### src/rtl/uart_mem_loader.sv
// ---------------------------------------------------------------------------
// uart_mem_loader
// Boots the data memory from a host over a UART link. 8N1 bytes received on
// rx are packed big-endian into 32-bit words and written through the data
// memory's preload port, one strobe per word, until WORDS words are loaded.
//
// Optional feature macro: LOADER_CSUM_EN
//   defined   : one extra byte after the last word must equal the XOR of all
//               data bytes; load_done or csum_err (sticky) reports the result.
//   undefined : no checksum byte, csum_err is constant 0.
//
// Ports
//   sys_clk       in   1   clock
//   sys_arstn     in   1   asynchronous active-low reset
//   rx            in   1   asynchronous UART line, idle high
//   en_addr_data  out  1   one-cycle preload write strobe
//   addr_data     out  5   byte address of the word ({word_idx, 2'b00})
//   data_data     out  32  word, first received byte in [31:24]
//   load_done     out  1   sticky, loading complete
//   frame_err     out  1   one-cycle pulse, stop bit sampled low
//   csum_err      out  1   sticky checksum mismatch
// ---------------------------------------------------------------------------
module uart_mem_loader #(
    parameter int unsigned UART_BPS = 115200,
    parameter int unsigned CLK_FREQ = 50000000,
    parameter int unsigned WORDS    = 8
) (
    input  logic        sys_clk,
    input  logic        sys_arstn,
    input  logic        rx,
    output logic        en_addr_data,
    output logic [4:0]  addr_data,
    output logic [31:0] data_data,
    output logic        load_done,
    output logic        frame_err,
    output logic        csum_err
);

    localparam int unsigned BAUD_CNT_MAX = CLK_FREQ / UART_BPS;
    localparam int unsigned BAUD_HALF    = BAUD_CNT_MAX / 2;
    localparam int unsigned CNT_W        = 16;
    localparam int unsigned IDX_W        = 3;

    localparam logic [CNT_W-1:0] CNT_HALF  = CNT_W'(BAUD_HALF);
    localparam logic [CNT_W-1:0] CNT_BIT   = CNT_W'(BAUD_CNT_MAX - 1);
    localparam logic [IDX_W-1:0] LAST_WORD = IDX_W'(WORDS - 1);

    typedef enum logic [2:0] {
        IDLE  = 3'd0,
        START = 3'd1,
        DATA  = 3'd2,
        STOP  = 3'd3,
        DONE  = 3'd4
    } state_t;

    state_t state, state_n;

    // rx synchronizer plus one delayed copy for falling-edge detection
    logic rx_meta, rx_s, rx_s_d;

    logic [CNT_W-1:0] baud_cnt, baud_cnt_n;
    logic [2:0]       bit_cnt, bit_cnt_n;
    logic [7:0]       shift, shift_n;
    logic [1:0]       byte_idx, byte_idx_n;
    logic [23:0]      word_buf, word_buf_n;
    logic [IDX_W-1:0] word_idx, word_idx_n;
    logic             fin_pend, fin_pend_n;
    logic             en_n, load_done_n, frame_err_n;
    logic [4:0]       addr_n;
    logic [31:0]      data_n;

`ifdef LOADER_CSUM_EN
    logic             csum_mode, csum_mode_n;
    logic [7:0]       csum_acc, csum_acc_n;
    logic             csum_err_n;
`endif

    // Two-stage synchronizer; resets to the idle level so no false start edge
    always_ff @(posedge sys_clk or negedge sys_arstn) begin
        if (!sys_arstn) begin
            rx_meta <= 1'b1;
            rx_s    <= 1'b1;
            rx_s_d  <= 1'b1;
        end else begin
            rx_meta <= rx;
            rx_s    <= rx_meta;
            rx_s_d  <= rx_s;
        end
    end

    // State and datapath registers
    always_ff @(posedge sys_clk or negedge sys_arstn) begin
        if (!sys_arstn) begin
            state        <= IDLE;
            baud_cnt     <= '0;
            bit_cnt      <= '0;
            shift        <= '0;
            byte_idx     <= '0;
            word_buf     <= '0;
            word_idx     <= '0;
            fin_pend     <= 1'b0;
            en_addr_data <= 1'b0;
            addr_data    <= '0;
            data_data    <= '0;
            load_done    <= 1'b0;
            frame_err    <= 1'b0;
        end else begin
            state        <= state_n;
            baud_cnt     <= baud_cnt_n;
            bit_cnt      <= bit_cnt_n;
            shift        <= shift_n;
            byte_idx     <= byte_idx_n;
            word_buf     <= word_buf_n;
            word_idx     <= word_idx_n;
            fin_pend     <= fin_pend_n;
            en_addr_data <= en_n;
            addr_data    <= addr_n;
            data_data    <= data_n;
            load_done    <= load_done_n;
            frame_err    <= frame_err_n;
        end
    end

`ifdef LOADER_CSUM_EN
    // Checksum tracking registers
    always_ff @(posedge sys_clk or negedge sys_arstn) begin
        if (!sys_arstn) begin
            csum_mode <= 1'b0;
            csum_acc  <= '0;
            csum_err  <= 1'b0;
        end else begin
            csum_mode <= csum_mode_n;
            csum_acc  <= csum_acc_n;
            csum_err  <= csum_err_n;
        end
    end
`else
    assign csum_err = 1'b0;
`endif

    // Next-state, receive datapath and output decode
    always_comb begin
        state_n     = state;
        baud_cnt_n  = baud_cnt;
        bit_cnt_n   = bit_cnt;
        shift_n     = shift;
        byte_idx_n  = byte_idx;
        word_buf_n  = word_buf;
        word_idx_n  = word_idx;
        fin_pend_n  = fin_pend;
        en_n        = 1'b0;
        addr_n      = addr_data;
        data_n      = data_data;
        load_done_n = load_done;
        frame_err_n = 1'b0;
`ifdef LOADER_CSUM_EN
        csum_mode_n = csum_mode;
        csum_acc_n  = csum_acc;
        csum_err_n  = csum_err;
`endif

        case (state)
            IDLE: begin
                if (rx_s_d && !rx_s) begin
                    state_n    = START;
                    baud_cnt_n = '0;
                end
            end

            START: begin
                // Mid start bit: a high line here was only a glitch
                if (baud_cnt == CNT_HALF) begin
                    baud_cnt_n = '0;
                    bit_cnt_n  = '0;
                    state_n    = rx_s ? IDLE : DATA;
                end else begin
                    baud_cnt_n = baud_cnt + CNT_W'(1);
                end
            end

            DATA: begin
                if (baud_cnt == CNT_BIT) begin
                    baud_cnt_n = '0;
                    shift_n    = {rx_s, shift[7:1]};
                    bit_cnt_n  = bit_cnt + 3'd1;
                    if (bit_cnt == 3'd7) begin
                        state_n = STOP;
                    end
                end else begin
                    baud_cnt_n = baud_cnt + CNT_W'(1);
                end
            end

            STOP: begin
                if (baud_cnt == CNT_BIT) begin
                    baud_cnt_n = '0;
                    state_n    = IDLE;
                    if (!rx_s) begin
                        frame_err_n = 1'b1;
`ifdef LOADER_CSUM_EN
                    end else if (csum_mode) begin
                        state_n = DONE;
                        if (shift == csum_acc) begin
                            load_done_n = 1'b1;
                        end else begin
                            csum_err_n = 1'b1;
                        end
`endif
                    end else begin
`ifdef LOADER_CSUM_EN
                        csum_acc_n = csum_acc ^ shift;
`endif
                        byte_idx_n = byte_idx + 2'd1;
                        case (byte_idx)
                            2'd0: word_buf_n[23:16] = shift;
                            2'd1: word_buf_n[15:8]  = shift;
                            2'd2: word_buf_n[7:0]   = shift;
                            default: begin
                                en_n   = 1'b1;
                                data_n = {word_buf, shift};
                                addr_n = {word_idx, 2'b00};
                                if (word_idx == LAST_WORD) begin
                                    word_idx_n = '0;
`ifdef LOADER_CSUM_EN
                                    csum_mode_n = 1'b1;
`else
                                    fin_pend_n  = 1'b1;
`endif
                                end else begin
                                    word_idx_n = word_idx + IDX_W'(1);
                                end
                            end
                        endcase
                    end
                end else begin
                    baud_cnt_n = baud_cnt + CNT_W'(1);
                end
            end

            DONE: begin
                // Absorbing until reset; rx is ignored
            end

            default: state_n = IDLE;
        endcase

        // Final strobe is out this cycle; latch completion and stop listening
        if (fin_pend) begin
            fin_pend_n  = 1'b0;
            load_done_n = 1'b1;
            state_n     = DONE;
        end
    end

endmodule
### config.mk
export PLATFORM = sky130hd
export DESIGN_NAME = uart_mem_loader
export DESIGN_NICKNAME = d
export VERILOG_FILES = /design/src/rtl/uart_mem_loader.sv
export SDC_FILE = /design/constraint.sdc
export NUM_CORES = 1
export LEC_CHECK = 0
export ABC_AREA = 1
export CAP_MARGIN = 20
export CORE_ASPECT_RATIO = 0.6
export CORE_MARGIN = 1.5
export CORE_UTILIZATION = 55
export DETAILED_ROUTE_END_ITERATION = 8
export PLACE_DENSITY = 0.88
export SYNTH_ARGS = -nofsm -noshare
export SYNTH_HDL_FRONTEND = slang
export SYNTH_SLANG_ARGS = --single-unit
### constraint.sdc
create_clock -name sys_clk -period 5 [get_ports sys_clk]
set_clock_uncertainty 0.05 [all_clocks]
set_input_delay 0.5 -clock sys_clk [delete_from_list [all_inputs] [get_ports sys_clk]]
set_output_delay 0.5 -clock sys_clk [all_outputs]
set_load 0.1 [all_outputs]
After elaboration in Yosys (flattened, before gate mapping)
Index checks and enable logic that the tools add are counted.

storage, ports and cells
  input port bits = 3
  flip-flop bits (word level) = 101

operators by class
  add/subtract/negate cells = 4
  mux-type cells = 29
  bitwise operators = 1
  eq/ne operators = 19
  reduce and logical (&&, ||, !) cells = 17

operators by type and width
  cell                     count
  $mux W16                 3
  $pmux W16 S3             1
  $mux W3                  9
  $add A16 B1 Y16 const B  1
  $eq A16 B8 Y1 const B    1
  $eq A16 B9 Y1 const B    1
  $reduce_and A4 Y1        4
  $ne A3 B3 Y1 const B     5
  $pmux W3 S5              1
  $mux W1                  13
  $eq A3 B3 Y1 const B     3
  $ne A2 B2 Y1 const B     4
  $add A3 B1 Y3 const B    2
  $eq A3 B2 Y1 const B     2
  $pmux W3 S2              1
  $reduce_and A3 Y1        2
  $reduce_and A6 Y1        1
  $reduce_and A2 Y1        2
  $eq A3 B1 Y1 const B     1
  $logic_not A3 Y1         1
  $reduce_bool A3 Y1       1
  $reduce_or A3 Y1         1
  $add A2 B1 Y2 const B    1
  $eq A2 B1 Y1 const B     1
  8 further kinds          8

Longest topological paths before layout
  depth in word-level cells = 7
  gate-level depth with buffers = 10
  depth with buffers taken out = 10

Least setup slack after synthesis
Ideal clock, no wire load.

  path kind = reg2reg
  start point = reg baud_cnt[1]
  end point = reg data_data[6]
  setup time = 74 ps
  stages on the path, launching flop included = 10
  data required time = 4876 ps
  path slack = 3368 ps
  period minus slack after synthesis = 1632 ps
  arrival time = 1507 ps
  cells stage by stage = dfrtp_1 > inv_1 > ha_1 > nand3_1 > nor2_2 > nand4_4 > nor2_4 > buf_6 > nor2_1 > a21oi_2

between the ends
  word-level cells in the longest chain between the ends = 2

ends and longest elaborated chain
  item                                line  source
  from (decl)                         61    logic [CNT_W-1:0] baud_cnt, baud_cnt_n;
  from (signal assigned)              109   baud_cnt <= baud_cnt_n;
  $eq A16 B9 Y1                       195   if (baud_cnt == CNT_BIT) begin
  $reduce_and A4 Y1 (no source line)  --
  to (signal assigned)                118   data_data <= data_n;
  to (decl)                           33    output logic [31:0] data_data,

No other way between the ends.
A chain may end at the register's enable or synchronous reset.

Worst setup path after layout
  start point = reg baud_cnt[1]
  end point = reg data_data[19]

Same word-level chain as after synthesis.

==> impl_metrics.toml <==
[clock_network]
clock_latency_ps = 350
cts_buffer_depth = 2
cts_sinks = 101
postCtsSetupBuffers = 0
clockRootBuffer = "clkbuf_16"
clkSlewWorstSetupHoldPaths_ps = 70
cts_hold_buf = 0
cts.htree.levels = 3
post_cts_resized = 0
numCtsBuffers = 9
cts_tree = "yes"

[job]
cap_violations = 0

[global_routing]
grt_start_max_net_pins = 58
grt_pass1_wl_um = 16100
grt_pass1_vias = 3305
grt_usage_pct = 24.2
antenna_found_initial = 0
grt-ovfl-total = 0

[synthesis]
ys_warn_count = 0
syn_inst = 510
ys_ff_latch = 101
syn_area_per_cell_um2 = 9.00
synth.area.top_cells = "dfrtp_1 53%, nand2_1 9.7%, inv_1 5.2%"
synthesis.area_mm2 = 0.00459
synth_top_cell_by_area = "dfrtp_1"
ys_seq_area_share_pct = 55.1
synth.top_cell.area_share_pct = 53.4
synth.distinct_cells = 39

[final_layout]
seq_area_mm2 = 0.00253
antenna_cells = 0
drive_above_1_share_pct = 10.1
fillers = 580
final_common_cell = "nand2_1"
final_nets = 563
postLayoutCoreUtil_pct = 67.3
multi_input_area_mm2 = 0.00168
finalInstanceArea_mm2 = 0.00537
syn2layout_area_growth_pct = 16.9
final_cell_mix = "119 x nand2_1, 98 x dfrtp_1, 63 x inv_1, 46 x nor2_1, 39 x clkdlybuf4s50_1"

[timing]
hold_viol = 0
slew_headroom_pct = 34.0
tightest_slew_ps = 987
rsz0062_at_grt = "no"
period_share_pct = 54.0
fin_crit_ps = 2700
slew_viol_final = 0
timing.fmax_ghz = 0.370
setup_viol = 0
holdWs_ps = 77.5
finalSetupTns_ps = 0

[placed_design]
hpwl_um = 6570
place.port_buffers = 40
gp_congestion = 0.979
placed_cell_area_mm2 = 0.00502

[worst_setup_path]
path_class = "flip-flop to flip-flop"
start_kind = "flip-flop"
arrival_ps = 2930
crit_path_end_kind = "flip-flop"
cp_max_fo = 34
worstPathRequired_ps = 5230

[floorplanning]
die_y_um = 73.8
die_area_mm2 = 0.00892
chipWidth_um = 121
start_util_pct = 57.6
fp.coreArea_mm2 = 0.00798
io_pins = 44
fp-row-count = 25

[power_and_ir_drop]
seqPwrFrac_pct = 44.8
power.internal_uw = 1400
total_power_uw = 1940
pwr-share-comb_pct = 14.2
net-switching-power_uw = 535
leakage_uw = 0.00249
pwr_density_cell_mw_per_mm2 = 361
p_clk_share_pct = 41.0
swShare_pct = 27.6
ir_worst_vdd_v = 0.000282

[drt]
vias = 3551
drt_iter0_markers = 452
postRouteAntennaNets = 0
remaining_drc_errors = 0
viasPerCell = 5.36
routed_wl_um = 9830
drt-wirelength-per-cell_um = 14.8
first_pass_iters = 6

[worst_hold_path]
hold_path.class = "input pin to async pin"

[run_status]
status = "completed"
## path summary, 6_finish.rpt
check,from,endpoint,slack [ps],cells after the start
worst min register to register,rx_meta$_DFF_PN1_,rx_s$_DFF_PN1_,310,0
worst max register to register,baud_cnt[1]$_DFFE_PN0P_,data_data[19]$_DFFE_PN0P_,2300,9
max in group asynchronous,sys_arstn,word_buf[3]$_DFFE_PN0P_,3720,2
worst max-delay path,baud_cnt[1]$_DFFE_PN0P_,data_data[19]$_DFFE_PN0P_,2300,9
min in group sys_clk,rx_meta$_DFF_PN1_,rx_s$_DFF_PN1_,310,0
worst min-delay path,sys_arstn,baud_cnt[2]$_DFFE_PN0P_,80,1
## state kept, by name (all words and copies together) (netlist names), 2 cells and up
signal     count
word_buf      24
data_data     32
baud_cnt      16
bit_cnt        3
shift          8
addr_data      3
word_idx       3
state          3
byte_idx       2
## power groups by stage
stage | logic (uW) | registers [uW] | clock network (uW)
2_1_floorplan | 198 | 875 | 0
3_3_place_gp | 248 | 878 | 0
3_5_place_dp | 256 | 881 | 0
4_1_cts | 267 | 866 | 806
5_1_grt | 306 | 869 | 844
6_report | 275 | 868 | 794
## metal layers
| layer | track usage (%) | wire, um | vias to the layer above |
|---|---|---|---|
| met2 | 35.9 | 4400 | 171 |
| met5 | 0 | 0 | - |
| met4 | 7.19 | 149 | 0 |
| met1 | 33.9 | 4420 | 1672 |
| li1 | - | - | 1687 |
| met3 | 8.54 | 855 | 21 |
## area by class of cell
class                   instances  area share, %
multi-input cells             326           31.3
repair buffers                 42           7.69
clock inverters                 7           2.24
flip-flops and latches        101           47.2
well taps                     108           2.52
clock buffers                   9           4.20
inverters                      70           4.92
## Yosys cell counts (all sizes together)
cell,count
nand2,123
dfrtp,98
o21ai,69
inv,68
nor2,53
nand3,29
buf,15
a21oi,13
ha,10
xor2,7
nand4,6
nor3,5
dfstp,3
clkinv,2
conb,1
nand3b,1
nor4,1
o21a,1
o21bai,1
o2bb2ai,1
o31ai,1
or2,1
xnor2,1
## cell families (layout without fill, tap and decap cells)
kind of cell	after synthesis	after routing	synth area share [%]
fa+ha+maj	10	10	2.73
xor+xnor	8	8	1.53
other cells	1	3	0.0817
simple gates	219	219	21.5
buf+inv	85	128	8.48
compound gates	86	86	10.5
flops	101	101	55.1
## stage by stage
stage / setup WS, ps / instances
final: 2300 / 663
after global routing: 2090 / 663
after CTS: 2360 / 663
after detailed placement: 2490 / 647
after global placement: 2530 / 647
after floorplan: 3370 / 512
## critical path, cell delays in order (launching register included)
cell and delay (ps):
dfrtp_1 400, inv_1 90, ha_1 210, nand3_1 140, nor2_1 160, nand2_1 150, nor3_4 740, buf_4 450
nand2_1 150, o21ai_2 90
Note: power is estimated with default switching activity, not from simulation.
==> variant 1 (same flow settings) <==
The localparam `CNT_W` goes from 16 to 14.
--- a/src/rtl/uart_mem_loader.sv
+++ b/src/rtl/uart_mem_loader.sv
@@ -38,7 +38,7 @@
 
     localparam int unsigned BAUD_CNT_MAX = CLK_FREQ / UART_BPS;
     localparam int unsigned BAUD_HALF    = BAUD_CNT_MAX / 2;
-    localparam int unsigned CNT_W        = 16;
+    localparam int unsigned CNT_W        = 14;
     localparam int unsigned IDX_W        = 3;
 
     localparam logic [CNT_W-1:0] CNT_HALF  = CNT_W'(BAUD_HALF);
Check against the original RTL: no difference found for any inputs over 10 cycles, from zero or initial values and one cycle with sys_arstn low; that may be too few to reach the edited logic, so the function may still have changed.
==> variant 1 against the unedited design <==
- worst setup slack improved by 260 ps
- area after synthesis fell by 4.9%
- utilization rose by 1.4 points
- final area fell by 4.2%
- power fell by 4.0%
- first-iteration DRC count fell by 24%
- sequential cell count fell by 2
- non-clock buffer count did not move
- routed wire length fell by 5.8%
- clock power fell by 9.1%
- critical path type unchanged
- highest routed layer unchanged
==> variant 1: results (changes against the unedited design) <==
| Metric | Value |
|---|---|
| Antenna diodes | `0 (unchanged)` |
| Final wirelength | `9260 µm (-5.8%)` |
| Vias per cell | `5.30 (-1.1%)` |
| Crit path max fanout | `16 (-53%)` |
| First-pass GRT wire length | `15700 µm (-2.7%)` |
| Placer congestion estimate | `0.939 (-4.0%)` |
| Final ANT Viol Nets | `0 (unchanged)` |
| Asr flop ratio synth | `100% (unchanged)` |
| Slowest CP cell | `nand2_1` |
| Placed Cells | `630 (-2.6%)` |
| 1st-pass router iterations | `5 (-1)` |
| Setup ws final | `2560 ps (+262 ps)` |
| CP peak stage delay | `450 ps (-290 ps)` |
| Final net count | `550 (-2.3%)` |
| FF-to-FF Start | `baud_cnt[1]` |
| Largest regs | `data_data (32), word_buf (24), baud_cnt (14)` |
| Share of cells above drive strength 1 | `7.38% (-2.7 points)` |
| Crit path arrival time | `2600 ps (-330 ps)` |
| Peak supply drop | `0.205 mV (-27%)` |
| GRT Total Usage | `23.8% (-0.38 points)` |
| Post-CTS sizing | `0 (unchanged)` |
| Largest net degree at the start of global routing | `65 (+12%)` |
| Yosys cell types | `33 (-15%)` |
| Critical R2R Capture | `word_buf[0]` |
| Antenna violations before repair | `0 (unchanged)` |
| Gate count of the mapped netlist | `496 (-2.7%)` |
| CTS Buffer Depth | `2 (unchanged)` |
| DP HPWL | `6390 µm (-2.7%)` |
| Reg2reg setup slack | `2560 ps (+260 ps)` |
| Outcome | `finished, final reports clean` |
| Static Leak | `0.00252 µW (+1.1%)` |
| Int Power | `1340 µW (-4.6%)` |
| Vias in the first global route | `3267 (-1.1%)` |
| Fin Hold WS | `169 ps (+91.1 ps)` |
| DR iter-0 viols | `343 (-24%)` |
| Final Hold Violating Endpoints | `0 (unchanged)` |
| Non-filler cells, final | `646 (-2.6%)` |
| Placed inst area | `0.00483 mm² (-3.8%)` |
| Place WS | `2660 ps (+171 ps)` |
| Worst Tran Pin Value | `983 ps (-4.89 ps)` |
| Top cells by count, synth | `nand2_1 (113), dfrtp_1 (96), inv_1 (60), nor2_1 (57), o21ai_1 (40)` |
| Top cell type's share of synthesized area | `55.0% (+1.6 points)` |
| Seq/Total Area, Yosys | `56.8% (+1.7 points)` |
| Largest cells by area after synthesis | `dfrtp_1 (55%), nand2_1 (9.7%), inv_1 (5.2%), nor2_1 (4.9%), o21ai_1 (4.6%)` |
==> variant 1: how the worst max path moves through the flow <==
stage	cells past startpoint	slack [ps]	endpoint	startpoint
finish	9	2560	word_buf[0]	baud_cnt[1]
global route	8	2380	word_buf[5]	baud_cnt[0]
CTS	1	2580	data_data[1]	data_data[1]
detailed placement	8	2660	word_buf[6]	baud_cnt[0]
global placement	9	2840	word_buf[5]	baud_cnt[1]
floorplan	11	3250	word_buf[16]	baud_cnt[1]
==> variant 1: cell type report <==
| type | instances | area (µm²) |
|---|---|---|
| Fill cell | 554 | 2340 |
| Clock inverter | 5 | 77.6 |
| Sequential cell | 99 | 2480 |
| Inverter | 65 | 244 |
| Timing Repair Buffer | 42 | 413 |
| Multi-Input combinational cell | 320 | 1560 |
| Tap cell | 104 | 130 |
| Clock buffer | 11 | 233 |
==> variant 1: power groups by stage <==
stage	Clock, µW	Sequential [µW]	Combinational (µW)
6_report	722	862	275
5_1_grt	761	864	299
4_1_cts	728	860	267
3_5_place_dp	0	873	263
3_3_place_gp	0	871	256
2_1_floorplan	0	865	194
==> variant 1: logic make-up (layout without fill, tap and decap cells) <==
logic type / count (synthesis) / after routing / synth area share [%]
flip-flops: 99 / 99 / 56.8
buffers and inverters: 79 / 123 / 7.60
other: 1 / 3 / 0.0859
XOR/XNOR: 5 / 5 / 1.00
adder cells (fa/ha/maj): 10 / 10 / 2.87
AND/OR/NAND/NOR: 217 / 217 / 21.4
AO/OA/AOI/OAI: 85 / 85 / 10.2
==> variant 1: routing by layer <==
layer,routed length [µm],share of wire (%),GRT usage [%],vias to the layer above
met5,0,0,0,-
met4,170,1.8,7.45,0
met3,751,8.1,7.39,17
met2,3910,42,34.1,161
met1,4430,48,35.1,1592
li1,-,-,-,1652
==> variant 2 (same settings) <==
Without the edit above. Remove the register `frame_err`: a continuous assignment takes its place, so the output `frame_err` follows one clock earlier. Comments in the files are not updated.
--- a/src/rtl/uart_mem_loader.sv
+++ b/src/rtl/uart_mem_loader.sv
@@ -103,7 +103,6 @@
             addr_data    <= '0;
             data_data    <= '0;
             load_done    <= 1'b0;
-            frame_err    <= 1'b0;
         end else begin
             state        <= state_n;
             baud_cnt     <= baud_cnt_n;
@@ -117,9 +116,10 @@
             addr_data    <= addr_n;
             data_data    <= data_n;
             load_done    <= load_done_n;
-            frame_err    <= frame_err_n;
-        end
-    end
+        end
+    end
+
+    assign frame_err = frame_err_n;
 
 `ifdef LOADER_CSUM_EN
     // Checksum tracking registers
Behaviour: same outputs for any inputs over 10 cycles, from zero or initial values and one cycle with sys_arstn low; that may be too few to reach the edited logic, so the function may still have changed.
==> variant 2 against the unedited design <==
- power shrank 8.5%
- critical path depth is 2 lower
- routed wire length up 1.0%
- utilization shrank 0.99 points
- sequential cell count down 1
- final area shrank 1.5%
- area after synthesis is 0.14% lower
- via count grew 2.4%
- sequential share of layout area up 0.23 points
- combinational power down 8.0%
- worst setup slack worse by 650 ps
- synthesized cell count grew 2.9%
==> variant 2: results (changes against the unedited design) <==
| Metric | Value |
|---|---|
| Crit path arrival time | `2800 ps (-130 ps)` |
| Yosys cell types | `33 (-15%)` |
| Most flops, register | `data_data` |
| Worst skew pair latency | `340 ps` |
| GRT Total Usage | `24.2% (+0.040 points)` |
| Met3 WL post-DR | `914 µm (+6.9%)` |
| Root Driver | `clkbuf_16` |
| Slowest CP cell | `clkdlybuf4s50_1` |
| Top cells by count, synth | `nand2_1 (173), dfrtp_1 (97), inv_1 (47), nor2_1 (42), o21ai_0 (29)` |
| Ys Warns | `0 (unchanged)` |
| Vias in the first global route | `3268 (-1.1%)` |
| Final net count | `578 (+2.7%)` |
| Fillers | `608 (+4.8%)` |
| Antenna violations before repair | `0 (unchanged)` |
| Routing usage on met2 | `35.5% (-0.38 points)` |
| Clock transition at the registers of the reported paths | `70 ps (about the same)` |
| Vias | `3635 (+2.4%)` |
| Seq/Total Area, Yosys | `54.7% (-0.47 points)` |
| Peak supply drop | `0.189 mV (-33%)` |
| Hold Crit Class | `primary input to async pin` |
| Crit path max fanout | `3 (-91%)` |
| DRT met1 WL | `4590 µm (+3.9%)` |
| Switching pwr | `528 µW (-1.3%)` |
| Global Route met3 Usage | `6.37% (-2.2 points)` |
| Max-Slew Margin vs Limit | `34.4% (+0.40 points)` |
| H-tree lvl count | `3 (unchanged)` |
| Met2 WL | `4320 µm (-1.8%)` |
| Largest regs | `data_data (32), word_buf (24), baud_cnt (16)` |
| Largest cells by area after synthesis | `dfrtp_1 (53%), nand2_1 (14%), inv_1 (3.8%), nor2_1 (3.4%), o21ai_0 (3.2%)` |
| 1st-pass router iterations | `5 (-1)` |
| DR iter-0 viols | `435 (-3.8%)` |
| Post-CTS setup buffers | `0 (unchanged)` |
| Post-synth top flop | `dfrtp_1` |
| Static Leak | `0.00260 µW (+4.4%)` |
| Met1 usage | `36.1% (+2.2 points)` |
| Asr flop ratio synth | `100% (unchanged)` |
| Outcome | `finished, final reports clean` |
| Antenna diodes | `0 (unchanged)` |
| Largest net degree at the start of global routing | `65 (+12%)` |
| First-pass GRT wire length | `16300 µm (+1.0%)` |
| Vias per cell | `5.36 (+0.10%)` |
| DP HPWL | `6960 µm (+5.9%)` |
| CTS Buffer Depth | `2 (unchanged)` |
| Syn Area/Cell | `8.73 µm² (-3.0%)` |
| Final wirelength | `9930 µm (+1.0%)` |
| Highest Signal Layer | `met4` |
| Place WS | `2060 ps (-426 ps)` |
| CP peak stage delay | `1150 ps (+410 ps)` |
| Placer congestion estimate | `0.911 (-7.0%)` |
| Placed Cells | `662 (+2.3%)` |
| Share of cells above drive strength 1 | `9.82% (-0.27 points)` |
variant 2: worst paths after layout:
| kind | slack (ps) | end | start | cells past startpoint |
|---|---|---|---|---|
| hold / removal | 70 | addr_data[4] | sys_arstn | 1 |
| hold reg to reg | 320 | rx_s | rx_meta | 0 |
| setup reg to reg | 2950 | baud_cnt[2] | baud_cnt[1] | 9 |
| max in group asynchronous | 3670 | word_buf[5] | sys_arstn | 2 |
| setup / recovery | 1650 | frame_err | baud_cnt[1] | 7 |
| min in group sys_clk | 320 | rx_s | rx_meta | 0 |
variant 2: power groups by stage:
stage	sequential [µW]	clock [µW]	combinational, µW
after CTS	859	669	249
after global routing	864	707	282
after detailed placement	875	0	247
after floorplan	869	0	176
after global placement	872	0	239
final	860	659	253
variant 2: final cells by class:
cell class	count	area [µm²]	share of cell area, %
flip-flops and latches	100	2510	47.4
multi-input cells	360	1750	33.0
clock inverters	7	60.1	1.14
inverters	50	188	3.55
repair buffers	44	428	8.09
clock buffers	9	225	4.26
well taps	108	135	2.56
variant 2: critical path: cells and delay by family (launching register included):
kind | cells | cell delay (ps)
simple gates | 4 | 630
fa+ha+maj | 1 | 190
flops | 1 | 400
buf+inv | 2 | 1240
variant 2: kinds of logic after synthesis:
group | after synthesis | share of synthesized area (%)
adders and majority gates | 10 | 2.73
buffers and inverters | 67 | 7.42
other | 1 | 0.0818
and+or+nand+nor | 277 | 26.7
AOI/OAI and AO/OA | 65 | 7.45
xor gates and xnor gates | 5 | 0.955
DFF | 100 | 54.7
variant 2: stage by stage:
stage                     utilization [%]  instance area (µm²)
final                                66.3                 5290
after global routing                 66.3                 5290
after CTS                            66.3                 5290
after detailed placement             62.7                 5000
after global placement               62.7                 5000
after floorplan                         -                 4590
